$ cat src/rtl/mem_port_arbiter.sv
// Two-requester (MCU / debugger) arbiter for a shared single-outstanding memory port.
// Round-robin on ties, debugger lock blocks MCU grants, per-access timeout abort.
module mem_port_arbiter #(
  parameter int unsigned TIMEOUT = 255
) (
  input  logic        clk,
  input  logic        reset_n,
  input  logic        mcu_req,
  input  logic        mcu_we,
  input  logic        mcu_byte,
  input  logic [31:0] mcu_addr,
  input  logic [31:0] mcu_wdata,
  output logic        mcu_ack,
  output logic        mcu_err,
  output logic [31:0] mcu_rdata,
  input  logic        dbg_req,
  input  logic        dbg_we,
  input  logic        dbg_byte,
  input  logic [31:0] dbg_addr,
  input  logic [31:0] dbg_wdata,
  output logic        dbg_ack,
  output logic        dbg_err,
  output logic [31:0] dbg_rdata,
  input  logic        dbg_lock,
  output logic        mem_req,
  output logic        mem_we,
  output logic        mem_byte,
  output logic [31:0] mem_addr,
  output logic [31:0] mem_wdata,
  input  logic [31:0] mem_rdata,
  input  logic        mem_ack,
  output logic        busy,
  output logic [1:0]  grant
);

  // state  | meaning
  // IDLE   | no transaction; arbitrate eligible requests on each edge
  // ACCESS | command held on mem_*, waiting for mem_ack or timeout
  // RESP   | one-cycle ack or err to the grantee, no new grant

  typedef enum logic [1:0] {IDLE, ACCESS, RESP} state_t;

  localparam logic [7:0] TIMEOUT_CNT = TIMEOUT[7:0];

  state_t     state;
  logic [7:0] cnt;
  logic       last_dbg;
  logic       mcu_elig;
  logic       dbg_elig;
  logic       pick_dbg;

  always_comb begin
    mcu_elig = mcu_req & ~dbg_lock;
    dbg_elig = dbg_req;
    // On a tie the debugger wins only if the MCU was granted last
    pick_dbg = dbg_elig & (~mcu_elig | ~last_dbg);
  end

  always_ff @(posedge clk or negedge reset_n) begin
    if (!reset_n) begin
      state     <= IDLE;
      cnt       <= '0;
      last_dbg  <= 1'b1;
      mem_req   <= 1'b0;
      mem_we    <= 1'b0;
      mem_byte  <= 1'b0;
      mem_addr  <= '0;
      mem_wdata <= '0;
      mcu_ack   <= 1'b0;
      mcu_err   <= 1'b0;
      mcu_rdata <= '0;
      dbg_ack   <= 1'b0;
      dbg_err   <= 1'b0;
      dbg_rdata <= '0;
      busy      <= 1'b0;
      grant     <= 2'b00;
    end else begin
      case (state)
        IDLE: begin
          if (mcu_elig || dbg_elig) begin
            state   <= ACCESS;
            mem_req <= 1'b1;
            busy    <= 1'b1;
            cnt     <= 8'd1;
            if (pick_dbg) begin
              mem_we    <= dbg_we;
              mem_byte  <= dbg_byte;
              mem_addr  <= dbg_addr;
              mem_wdata <= dbg_wdata;
              grant     <= 2'b10;
              last_dbg  <= 1'b1;
            end else begin
              mem_we    <= mcu_we;
              mem_byte  <= mcu_byte;
              mem_addr  <= mcu_addr;
              mem_wdata <= mcu_wdata;
              grant     <= 2'b01;
              last_dbg  <= 1'b0;
            end
          end
        end
        ACCESS: begin
          // A mem_ack on the timeout cycle still counts as a normal completion
          if (mem_ack) begin
            state   <= RESP;
            mem_req <= 1'b0;
            if (grant[1]) begin
              dbg_rdata <= mem_rdata;
              dbg_ack   <= 1'b1;
            end else begin
              mcu_rdata <= mem_rdata;
              mcu_ack   <= 1'b1;
            end
          end else if (cnt == TIMEOUT_CNT) begin
            state   <= RESP;
            mem_req <= 1'b0;
            if (grant[1]) begin
              dbg_rdata <= '0;
              dbg_err   <= 1'b1;
            end else begin
              mcu_rdata <= '0;
              mcu_err   <= 1'b1;
            end
          end else begin
            cnt <= cnt + 8'd1;
          end
        end
        RESP: begin
          state   <= IDLE;
          cnt     <= '0;
          mcu_ack <= 1'b0;
          mcu_err <= 1'b0;
          dbg_ack <= 1'b0;
          dbg_err <= 1'b0;
          busy    <= 1'b0;
          grant   <= 2'b00;
        end
        default: state <= IDLE;
      endcase
    end
  end

endmodule

$ cat config.mk
export PLATFORM = sky130hd
export DESIGN_NAME = mem_port_arbiter
export DESIGN_NICKNAME = d
export VERILOG_FILES = /design/src/rtl/mem_port_arbiter.sv
export SDC_FILE = /design/constraint.sdc
export NUM_CORES = 1
export LEC_CHECK = 0
export ABC_AREA = 0
export BUFFER_PORTS_ARGS = -buffer_cell sky130_fd_sc_hd__buf_2
export CAP_MARGIN = 30
export CELL_PAD_IN_SITES_DETAIL_PLACEMENT = 0
export CELL_PAD_IN_SITES_GLOBAL_PLACEMENT = 1
export CORE_MARGIN = 2
export CORE_UTILIZATION = 35
export CTS_BUF_LIST = sky130_fd_sc_hd__clkbuf_2
export DETAILED_ROUTE_END_ITERATION = 8
export MAX_ROUTING_LAYER = met4
export PLACE_DENSITY = 0.85
export REMOVE_ABC_BUFFERS = 1
export SLEW_MARGIN = 20
export SYNTH_ARGS = -nofsm -noshare
export SYNTH_HDL_FRONTEND = slang
export SYNTH_SLANG_ARGS = --single-unit
$ cat constraint.sdc
create_clock -name clk -period 2.1 [get_ports clk]
set_input_delay 0.105 -clock clk [delete_from_list [all_inputs] [get_ports clk]]
set_output_delay 0.105 -clock clk [all_outputs]
set_load 0.05 [all_outputs]
; ---- After elaboration in Yosys (flattened, before gate mapping)
; Cells that the tools add are included.
; W data, S select, Z words.
[word_totals]
reg_bits = 149
inputBits = 170
out_inout_bits = 138
[classes]
add_sub_neg = 1
eq_ne = 11
n_mux = 41
bitwise_logic = 7
reduce_logical = 18
[ops]
columns = op, n
row1 = $mux W32, 10
row2 = $mux W8, 3
row3 = $pmux W8 S3, 1
row4 = $reduce_and A3 Y1, 5
row5 = $mux W1, 14
row6 = $ne A2 B2 Y1 const B, 7
row7 = $pmux W1 S2, 6
row8 = $reduce_and A4 Y1, 3
row9 = $mux W2, 5
row10 = $add A8 B1 Y8 const B, 1
row11 = $eq A8 B8 Y1 const B, 1
row12 = $pmux W2 S2, 2
row13 = $reduce_bool A2 Y1, 4
row14 = $reduce_and A2 Y1, 3
row15 = $not A1 Y1, 4
row16 = $ne A3 B3 Y1 const B, 1
row17 = $reduce_bool A3 Y1, 1
row18 = $and A1 B1 Y1, 2
row19 = $eq A2 B1 Y1 const B, 1
row20 = $eq A2 B2 Y1 const B, 1
row21 = $logic_not A2 Y1, 1
row22 = $logic_or A1 B1 Y1, 1
row23 = $or A1 B1 Y1, 1

; ---- Longest topological paths before layout
; Gate-level depths: netlist of the first run.
[logic_depth]
depth_word = 8
mapped_depth = 8

; ---- Least setup slack after synthesis of the first run
; OpenSTA, ideal clock, no wires.
[synth_timing]
path_type = register to register
from = register state[0]
to = register cnt[6]
setup_time_ns = 0.126
t_arrival_ns = 1.646
required_time_ns = 1.974
setup_slack_ns = 0.328
stages_incl_launch_ff = 8
n_path_buf = 1
period_less_slack_ns = 1.772
path_cell_list = dfrtp_1 inv_1 ha_1 nand2b_2 o21ba_1 and3_4 buf_6 a311o_1
[synth_via]
elab_chain_len = 3
elab_cells_between_ends = 9
[synth_lines]
columns = element, line_no
row1 = start: declaration, 45  ; state_t state;
row2 = start signal: assignment, 61  ; state <= IDLE;
row3 = start signal: assignment, 81  ; state <= ACCESS;
row4 = start signal: assignment, 105  ; state <= RESP;
row5 = $eq A2 B1 Y1 (tied with other cells), 78  ; case (state)
row6 = $ne A2 B2 Y1 (no source line) / $reduce_bool A3 Y1 (equally long branches), -
row7 = $reduce_and A4 Y1 (no source line), -
row8 = end signal: assignment, 125  ; cnt <= cnt + 8'd1;
row9 = end: declaration, 46  ; logic [7:0] cnt;
; Parallel ways exist; a longest one is shown, timed or not.
; A chain may end at the register's enable or synchronous reset.

; ---- Worst setup path after layout of the first run
[layout_timing]
from = register last_dbg
to = register mem_wdata[7]
[layout_via]
elab_chain_len = 4
[layout_lines]
columns = element, line_no
row1 = start: declaration, 47  ; logic last_dbg;
row2 = start signal: assignment, 63  ; last_dbg <= 1'b1;
row3 = start signal: assignment, 91  ; last_dbg <= 1'b1;
row4 = start signal: assignment, 98  ; last_dbg <= 1'b0;
row5 = $not A1 Y1, 56  ; pick_dbg = dbg_elig & (~mcu_elig | ~last_dbg);
row6 = $or A1 B1 Y1, 56
row7 = $and A1 B1 Y1, 56
row8 = $mux W32, 85  ; if (pick_dbg) begin
row9 = end signal: assignment, 89  ; mem_wdata <= dbg_wdata;
row10 = end signal: assignment, 96  ; mem_wdata <= mcu_wdata;
row11 = end: declaration, 29  ; output logic [31:0] mem_wdata,
; No other way between the ends.

==> flow_summary.toml, run 1 <==
[global_routing]
grt_overflow = 0
grt_max_degree = 101
grt.total_usage = 0.250
antenna_found_initial = 0
grt_pass1_wl_um = 38700
grt_pass1_vias = 7550

[drt]
drt-total-wl_um = 24900
viasPerCell = 5.18
remaining_drc_errors = 0
drt_iter0_markers = 465
vias = 7557
first_pass_iters = 5
antenna_left = 0
wire_per_inst_um = 17.1

[power_and_ir_drop]
vdd_drop_max_mv = 0.796
power.leakage_nw = 5.12
pwr_density_cell_nw_per_um2 = 1500
finalPower_mw = 16.3

[clock_network]
clk_pin_slew_ns = 0.28
cts.path.max_buffers = 2
clock-sinks = 149
cts_tree = "done"
htreeDepth = 4
cts_made_buffers = 17
postCtsResizedCells = 0
clock_latency_ns = 0.73
cts_root_buffer = "clkbuf_2"
cts_setup_buffers = 0

[timing]
finalSetupViolCount = 0
min_period_ns = 2.02
slew_headroom = 0.569
tightestPinTransition_ns = 0.646
finalCritPeriodShare = 0.960
max_freq_ghz = 0.496
skew_ns = 0.0432
drv_slew = 0
finalHoldViolations = 0
rsz0062_at_grt = "false"
setup_slack_ns = 0.0840

[synthesis]
async_flop_share = 1.00
synth-edff-count = 0
ys_seq_elements = 149
yosysSeqAreaShare = 0.562
syn_inst = 711
avgSynthCellArea_um2 = 9.33
synth_warnings = 0
syn_area_um2 = 6630
synth_cell_type_count = 53
synthFlopType = "dfrtp_1"

[placement]
dpl_worst_slack_ns = 0.253
routabilityCongestion = 0.820
dp_cells = 1207
port_buffers = 307
dpl.hpwl_um = 14300

[job]
cap_violations = 0

[hold_path]
hold_class = "in -> reg"

[setup_path]
cp_slowest_cell = "dfstp_2"
path_max_fanout = 34
critical_path_class = "reg -> reg"
crit_chain = "nand3b_1 -> nand2_2 -> buf_12 -> nand2_1 -> dlygate4sd3_1 -> a31oi_1"
critPathRequiredTime_ns = 2.73
crit_family = "buffers and inverters"
cp-end-kind = "flop"
cpPeakStageDelay_ns = 0.58
cp_data_arrival_time_ns = 2.64
path_buf_inv = 2
start_kind = "flop"

[die]
io_pins = 308
dieArea_um2 = 20100
start_util = 0.356
coreArea_um2 = 18600
fp.dieH_um = 142
row_count = 50
die_w_um = 142

[cells_and_area]
fin_util = 0.582
layout.cells.non_filler = 1458
antenna_cells = 0
mostFrequentLayoutCells = "306 x buf_2, 217 x dlygate4sd3_1, 180 x nand2_1"
drive_above_1_share = 0.301
nets = 1387
layout_commonest_cell = "buf_2"
area_growth_syn_to_layout_pct = 63.7

[outcome]
status = "completed"
[cells in the mapped netlist (2+ instances only)]
cell | instances | share of area
o211ai_1 | 2 | 0.0023
and2_1 | 3 | 0.0028
a221o_1 | 4 | 0.0060
and3_1 | 2 | 0.0019
a32o_1 | 32 | 0.048
o22ai_1 | 2 | 0.0019
a21oi_1 | 9 | 0.0068
inv_1 | 7 | 0.0040
dfrtp_1 | 148 | 0.56
nand3_1 | 4 | 0.0030
o21ai_1 | 30 | 0.023
nand2b_1 | 2 | 0.0019
ha_1 | 6 | 0.011
nor2_1 | 70 | 0.040
nand4_1 | 3 | 0.0028
nand2_1 | 181 | 0.10
mux2i_1 | 3 | 0.0045
clkbuf_1 | 35 | 0.020
a311o_1 | 2 | 0.0030
buf_2 | 23 | 0.017
o21ai_0 | 44 | 0.033
a31oi_1 | 67 | 0.063
nor2b_1 | 2 | 0.0019
[flip-flops by register name, indices dropped and copies added, names as in the netlist]
signal	cells
dbg_ack	1
mcu_rdata	32
mem_addr	32
dbg_err	1
state	2
dbg_rdata	32
grant	2
mcu_err	1
mcu_ack	1
cnt	8
busy	1
mem_req	1
last_dbg	1
mem_wdata	32
mem_byte	1
mem_we	1
[logic make-up after synthesis]
family / Yosys count / synth area share
buf+inv: 67 / 0.0439
simple gates: 280 / 0.172
flops: 149 / 0.562
mux: 4 / 0.00622
compound gates: 205 / 0.204
fa+ha+maj: 6 / 0.0113
[cell type report]
cell class	instances	area [um2]
Fill cell	1578	7790
Timing Repair Buffer	541	3930
Sequential cell	149	3730
Multi-Input combinational cell	495	2630
Tap cell	234	293
Clock inverter	15	166
Clock buffer	17	85.1
Inverter	7	26.3
[per-stage QoR]
stage	TNS [ns]	cell area (um2)	hold WS [ns]
final	0	10900	0.133
after global routing	0	10900	0.0391
after CTS	0	10800	0.0349
after detailed placement	0	8390	-0.0495
after global placement	0	8390	-0.0473
after floorplan	-145.64	6370	-0.191
[repair_timing]
item | in CTS | in global routing
hold buffers | 217 | 0
endpoints found under the setup margin | 0 | 7
endpoints found under the hold margin | 296 | 0
[final timing paths]
check,slack [ns],to,startpoint,cells after the start
max,0.08,mem_wdata[7],last_dbg,6
max reg2reg,0.08,mem_wdata[7],last_dbg,6
min,0.13,mem_wdata[16],dbg_wdata[16],4
min reg2reg,0.52,mcu_rdata[26],mcu_rdata[26],1
max in group asynchronous,0.77,last_dbg,reset_n,5
min in group asynchronous,0.40,mcu_rdata[10],reset_n,3
[report_power, final]
part           internal, mW  switching, mW
logic                  2.51           7.22
clock network         0.483           1.21
registers              4.17          0.722
[routing by layer]
layer / vias to the layer above / track usage / part of all wire
met5: - / - / 0
met4: 0 / 0.0895 / 0.031
met3: 42 / 0.0510 / 0.079
met2: 434 / 0.413 / 0.48
met1: 3585 / 0.305 / 0.41
li1: 3496 / - / -
[worst reg2reg max path, cell delays in order, from the launching register on]
cell and delay [ns]:
dfstp_2 0.58, nand3b_1 0.11, nand2_2 0.16, buf_12 0.23
nand2_1 0.10, dlygate4sd3_1 0.58, a31oi_1 0.20
(Power assumes the default switching activity.)
==> run 2, diff against run 1 <==
--- a/config.mk
+++ b/config.mk
@@ -15,7 +15,7 @@
 export CTS_BUF_LIST = sky130_fd_sc_hd__clkbuf_2
 export DETAILED_ROUTE_END_ITERATION = 8
 export MAX_ROUTING_LAYER = met4
-export PLACE_DENSITY = 0.85
+export PLACE_DENSITY_LB_ADDON = 0.1
 export REMOVE_ABC_BUFFERS = 1
 export SLEW_MARGIN = 20
 export SYNTH_ARGS = -nofsm -noshare
==> run 2 against run 1 <==
Against the previous run:
- non-clock buffer count fell by 23
- count of clock-buffer cells in the layout did not move
- critical endpoint is now mem_addr[30]
- hold slack got worse by 0.043 ns
- power fell by 0.54%
==> flow_summary.toml, run 2 (same netlist as run 1, synthesis figures left out) <==
[cells_and_area]
final_cell_area_um2 = 10600
ff_latch_area_um2 = 3730
area_growth_syn_to_layout_pct = 59.9
drive_above_1_share = 0.316
layout_commonest_cell = "buf_2"
nets = 1364
multi_input_area_um2 = 2630
mostFrequentLayoutCells = "306 x buf_2, 183 x dlygate4sd3_1, 180 x nand2_1"
fin_util = 0.569
fillers = 1721

[die]
coreArea_um2 = 18600
dieArea_um2 = 20100
fp.dieH_um = 142
die_w_um = 142
start_util = 0.356
io_pins = 308
row_count = 50

[timing]
rsz0062_at_grt = "false"
holdWs_ns = 0.0898
finalCritPeriodShare = 0.938
drv_slew = 0
finalSetupViolCount = 0
setup_tns_ns = 0
finalHoldViolations = 0
setup_slack_ns = 0.130
max_freq_ghz = 0.508
min_period_ns = 1.97
skew_ns = 0.0343
slew_headroom = 0.623
tightestPinTransition_ns = 0.566

[setup_path]
critical_path_class = "reg -> reg"
r2r_end = "mem_addr[30]"
cp_data_arrival_time_ns = 2.61
cp-end-kind = "flop"
start_kind = "flop"
path_max_fanout = 18
crit-reg2reg-launch = "last_dbg"
rrSetupSlack_ns = 0.13
critPathRequiredTime_ns = 2.74
ff2ff_path_depth = 5

[global_routing]
grt_pass1_vias = 7283
grt_overflow = 0
grt_max_degree = 57
grt.total_usage = 0.242
antenna_found_initial = 1
grt_pass1_wl_um = 37200

[placement]
dpl_cell_area_um2 = 8520
dpl_worst_slack_ns = 0.233
routabilityCongestion = 0.809
port_buffers = 307
dpl.hpwl_um = 15500

[drt]
viasPerCell = 5.00
antenna_left = 0
wire_per_inst_um = 16.5
first_pass_iters = 5
remaining_drc_errors = 0
drt-total-wl_um = 23700
drt_iter0_markers = 403
vias = 7183

[hold_path]
holdPathEnd = "mem_addr[28]"
worstHoldStart = "dbg_lock"
worstHoldPathCells = 5
hold_class = "in -> reg"

[clock_network]
cts.path.max_buffers = 2
htreeDepth = 4
clock_latency_ns = 0.72
cts_tree = "done"
cts_made_buffers = 17
cts_root_buffer = "clkbuf_2"
clock-sinks = 149
clk_pin_slew_ns = 0.24

[power_and_ir_drop]
vdd_drop_max_mv = 0.769
pwr_density_cell_nw_per_um2 = 1530
power.leakage_nw = 5.08

[outcome]
status = "completed"

[job]
cap_violations = 0
-- run 2: changes by cell type in the layout (fill, tap and decap cells not counted), sizes merged --
| cell | previous run | this run |
|---|---|---|
| buf | 323 | 335 |
| clkinvlp | 2 | 1 |
| clkinv | 6 | 7 |
| clkbuf | 18 | 17 |
| dlygate4sd3 | 217 | 183 |
| diode | 0 | 1 |
-- run 2: report_power, final --
part	leakage (nW)	internal, mW	switching [mW]	total (mW)
Clock	0.141	0.464	1.18	1.64
Sequential	1.79	4.17	0.700	4.87
Combinational	3.14	2.57	7.14	9.71
Total	5.08	7.21	9.02	16.2
-- run 2: layer usage --
metal | up-vias | global-route usage | share of wire
met2 | 266 | 0.413 | 0.50
met5 | - | - | 0
met4 | 0 | 0.0763 | 0.018
met1 | 3436 | 0.292 | 0.43
li1 | 3453 | - | -
met3 | 28 | 0.0439 | 0.055
-- run 2: cell type report --
cell class                      count  share of cell area
Antenna cell                        1            0.000236
Clock inverter                     15              0.0139
Multi-Input combinational cell    495               0.248
Timing Repair Buffer              518               0.349
Inverter                            7             0.00248
Clock buffer                       17             0.00802
Tap cell                          234              0.0276
Sequential cell                   149               0.352
-- run 2: worst max-delay path by stage --
stage | from | end | slack [ns] | depth (start not counted)
floorplan | state[1] | mcu_rdata[0] | -1.64 | 5
global placement | state[0] | cnt[6] | 0.29 | 6
detailed placement | state[0] | cnt[1] | 0.23 | 6
CTS | last_dbg | mem_addr[22] | 0.16 | 5
global route | last_dbg | mem_addr[30] | 0.03 | 5
finish | last_dbg | mem_addr[30] | 0.13 | 5
-- run 2: stage by stage --
stage / power, mW / std cells
floorplan: 11.6 / 651
global placement: 14.4 / 1219
detailed placement: 14.4 / 1219
CTS: 16.3 / 1435
global route: 17.1 / 1436
finish: 16.2 / 1436
-- run 2: worst max-delay path: stages (launching register included) --
cell	delay, ns
dfstp_2	0.59
nand3b_1	0.11
nand2_2	0.34
nand2_1	0.11
dlygate4sd3_1	0.58
a31oi_1	0.18
-- run 2: what timing repair did --
item                      in CTS  in global routing
hold buffers                 184                  0
hold endpoints to repair     290                  0
gates resized for setup        0                  0
setup buffers                  0                  0
==> run 3, diff against run 2 <==
--- a/config.mk
+++ b/config.mk
@@ -6,16 +6,16 @@
 export NUM_CORES = 1
 export LEC_CHECK = 0
 export ABC_AREA = 0
-export BUFFER_PORTS_ARGS = -buffer_cell sky130_fd_sc_hd__buf_2
 export CAP_MARGIN = 30
 export CELL_PAD_IN_SITES_DETAIL_PLACEMENT = 0
 export CELL_PAD_IN_SITES_GLOBAL_PLACEMENT = 1
 export CORE_MARGIN = 2
-export CORE_UTILIZATION = 35
+export CORE_UTILIZATION = 47
 export CTS_BUF_LIST = sky130_fd_sc_hd__clkbuf_2
 export DETAILED_ROUTE_END_ITERATION = 8
+export DONT_BUFFER_PORTS = 1
 export MAX_ROUTING_LAYER = met4
-export PLACE_DENSITY_LB_ADDON = 0.1
+export PLACE_DENSITY = 0.85
 export REMOVE_ABC_BUFFERS = 1
 export SLEW_MARGIN = 20
 export SYNTH_ARGS = -nofsm -noshare
==> run 3 against run 2 <==
Against the previous run:
- the flow now stops in clock tree synthesis (4_1_cts)
- area after synthesis unchanged
- synthesized cell count unchanged
==> flow_summary.toml, run 3 <==
[outcome]
status = "stopped before the end"
stop_stage = "clock tree synthesis (4_1_cts)"
firstError = "[ERROR RSZ-0060] Max buffer count reached."

[synthesis]
synth_top_area_frac = 0.558
yosysSeqAreaShare = 0.562
synth_cell_type_count = 53
syn_area_um2 = 6630
avgSynthCellArea_um2 = 9.33
synth.most_common_cell = "nand2_1"
synthFlopType = "dfrtp_1"
synth_area_leader_cell = "dfrtp_1"
async_flop_share = 1.00
ys_seq_elements = 149
synth_warnings = 0
yosys-top-cells-area = "dfrtp_1 56%, nand2_1 10%, a31oi_1 6.3%"
synth-edff-count = 0
yosys-top-cells-count = "181 x nand2_1, 148 x dfrtp_1, 70 x nor2_1, 67 x a31oi_1, 44 x o21ai_0"
syn_inst = 711

[clock_network]
cts_made_buffers = 17
hold_buffers = 178
htreeDepth = 4
cts_root_buffer = "clkbuf_2"
postCtsResizedCells = 0
cts.path.max_buffers = 2
clock-sinks = 149
cts_setup_buffers = 0

[placement]
dpl_worst_slack_ns = 0.243
dp_cells = 847
port_buffers = 0
routabilityCongestion = 0.842
dpl.hpwl_um = 12600

[die]
start_util = 0.480
row_count = 43
die_w_um = 123
fp.dieH_um = 123
io_pins = 308
run 3: cells by family after synthesis:
logic type,after synthesis,share of synthesized area
adder cells (fa/ha/maj),6,0.0113
AO/OA/AOI/OAI,205,0.204
buffers and inverters,67,0.0439
multiplexers,4,0.00622
flip-flops,149,0.562
AND/OR/NAND/NOR,280,0.172
run 3: through the flow:
stage,area [um2],hold WS (ns),utilization
floorplan,6370,-0.191,-
detailed placement,6780,-0.187,0.490
global placement,6780,-0.187,0.490
==> run 4, diff against run 3 <==
==> config.mk (replaced) <==
export PLATFORM = sky130hd
export DESIGN_NAME = mem_port_arbiter
export DESIGN_NICKNAME = d
export VERILOG_FILES = /design/src/rtl/mem_port_arbiter.sv
export SDC_FILE = /design/constraint.sdc
export NUM_CORES = 1
export LEC_CHECK = 0
export ABC_AREA = 0
export CAP_MARGIN = 30
export CORE_MARGIN = 2
export CORE_UTILIZATION = 40
export DETAILED_ROUTE_END_ITERATION = 8
export DONT_BUFFER_PORTS = 1
export PLACE_DENSITY_LB_ADDON = 0.15
export REMOVE_ABC_BUFFERS = 1
export SLEW_MARGIN = 20
export SYNTH_ARGS = -nofsm -noshare
export SYNTH_HDL_FRONTEND = slang
export SYNTH_SLANG_ARGS = --single-unit
==> run 4 against run 3 <==
Against the previous run:
- the flow now finishes, with violations (hold timing)
==> flow_summary.toml, run 4 (same netlist as run 1, synthesis figures left out) <==
[timing]
rsz0062_at_grt = "false"
finalCritPeriodShare = 0.943
min_period_ns = 1.98
max_freq_ghz = 0.505
tightestPinTransition_ns = 0.601
finalSetupViolCount = 0
drv_slew = 0
skew_ns = 0.00894
finalHoldViolations = 149
setup_tns_ns = 0
slew_headroom = 0.599
holdWs_ns = -0.621

[drt]
first_pass_iters = 5
wire_per_inst_um = 19.6
viasPerCell = 5.74
remaining_drc_errors = 0
drt_iter0_markers = 363
vias = 6362
antenna_left = 0
drt-total-wl_um = 21700

[cells_and_area]
drive_above_1_share = 0.0766
layout_commonest_cell = "dlygate4sd3_1"
fillers = 1342
final_cell_area_um2 = 9380
area_growth_syn_to_layout_pct = 41.5
antenna_cells = 0
mostFrequentLayoutCells = "183 x dlygate4sd3_1, 180 x nand2_1, 148 x dfrtp_1"
nets = 1051

[setup_path]
critPathRequiredTime_ns = 2.45
path_max_fanout = 16
cp-end-kind = "flop"
crit_chain = "nand3b_1 -> nand2_4 -> buf_4 -> nand2_1 -> a31oi_1 -> dlygate4sd3_1"
cp_data_arrival_time_ns = 2.33
start_kind = "flop"
path_buf_inv = 2
cp_slowest_cell = "dlygate4sd3_1"
critical_path_class = "reg -> reg"
cpPeakStageDelay_ns = 0.55
crit_family = "buffers and inverters"

[die]
dieArea_um2 = 17600
start_util = 0.404
die_w_um = 133
fp.dieH_um = 133
coreArea_um2 = 16400
row_count = 47
io_pins = 308

[clock_network]
cts_tree = "done"
cts_made_buffers = 17
clock_latency_ns = 0.42
clock-sinks = 149
htreeDepth = 4
cts_root_buffer = "clkbuf_16"
cts.path.max_buffers = 2
clk_pin_slew_ns = 0.06
hold_buffers = 184

[power_and_ir_drop]
finalPower_mw = 16.6
power.leakage_nw = 3.96
pwr_density_cell_nw_per_um2 = 1760
clockPowerShare = 0.194
p_sw_frac = 0.537
combPwrFrac = 0.217
switchingPower_mw = 8.89
vdd_drop_max_mv = 0.800
internal_power_mw = 7.66
power_frac_seq = 0.589

[global_routing]
grt_max_degree = 150
antenna_found_initial = 0
grt_overflow = 0
grt.total_usage = 0.242
grt_pass1_vias = 6382
grt_pass1_wl_um = 33900

[placement]
routabilityCongestion = 0.806
dpl_cell_area_um2 = 6870
port_buffers = 0
dpl.hpwl_um = 12900

[hold_path]
hold_class = "in -> async"

[outcome]
status = "finished with violations"
violations = "hold timing"

[job]
cap_violations = 0
run 4: worst reg2reg max path: cells and delay by family (launching register included):
family,cells,cell delay [ns]
buffers and inverters,2,0.76
DFF,1,0.54
and+or+nand+nor,3,0.47
AOI/OAI and AO/OA,1,0.15
run 4: area by class of cell:
cell class / instances / area (um2) / share of cell area
Timing Repair Buffer: 204 / 2090 / 0.223
Tap cell: 220 / 275 / 0.0293
Multi-Input combinational cell: 496 / 2640 / 0.282
Inverter: 7 / 26.3 / 0.00280
Clock buffer: 17 / 425 / 0.0453
Clock inverter: 15 / 194 / 0.0207
Sequential cell: 149 / 3730 / 0.397
run 4: timing repair:
item,CTS,global route
endpoints found under the hold margin,284,149
setup buffers,0,3
gates resized for setup,0,3
setup endpoints to repair,0,2
run 4: worst paths after layout:
kind                            cells after the start  startpoint  slack (ns)            end
worst min register to register                      1    state[1]        0.56       state[1]
min in group clk                                    3     dbg_req           0  mem_wdata[13]
max in group asynchronous                           0     reset_n        2.34         cnt[7]
worst max-delay path                                6    last_dbg        0.12  mem_wdata[28]
worst max register to register                      6    last_dbg        0.12  mem_wdata[28]
worst min-delay path                                0     reset_n       -0.62  mcu_rdata[12]
run 4: power by group through the flow:
stage | logic (mW) | clock network [mW] | registers, mW
floorplan | 2.30 | 0 | 9.35
global placement | 3.00 | 0 | 9.78
detailed placement | 3.13 | 0 | 9.82
CTS | 3.45 | 3.28 | 9.75
global route | 4.02 | 3.39 | 9.86
finish | 3.59 | 3.21 | 9.75
run 4: per-stage QoR:
stage                     utilization  worst slack (ns)  instances  hold WS [ns]
after floorplan                     -             -1.64        651        -0.191
after global placement          0.419             0.305        888        -0.186
after detailed placement        0.419             0.234        888        -0.186
after CTS                       0.570            0.0259       1104        -0.639
after global routing            0.572           0.00711       1108        -0.645
final                           0.572             0.119       1108        -0.621
run 4: routing by layer:
| metal | global-route usage | share of wire | up-vias | wire length [um] |
|---|---|---|---|---|
| met2 | 0.390 | 0.48 | 380 | 10300 |
| met3 | 0.0670 | 0.092 | 61 | 2000 |
| met5 | 0 | 0 | - | 0 |
| met1 | 0.293 | 0.39 | 3090 | 8380 |
| met4 | 0.135 | 0.044 | 0 | 963 |
| li1 | - | - | 2831 | - |
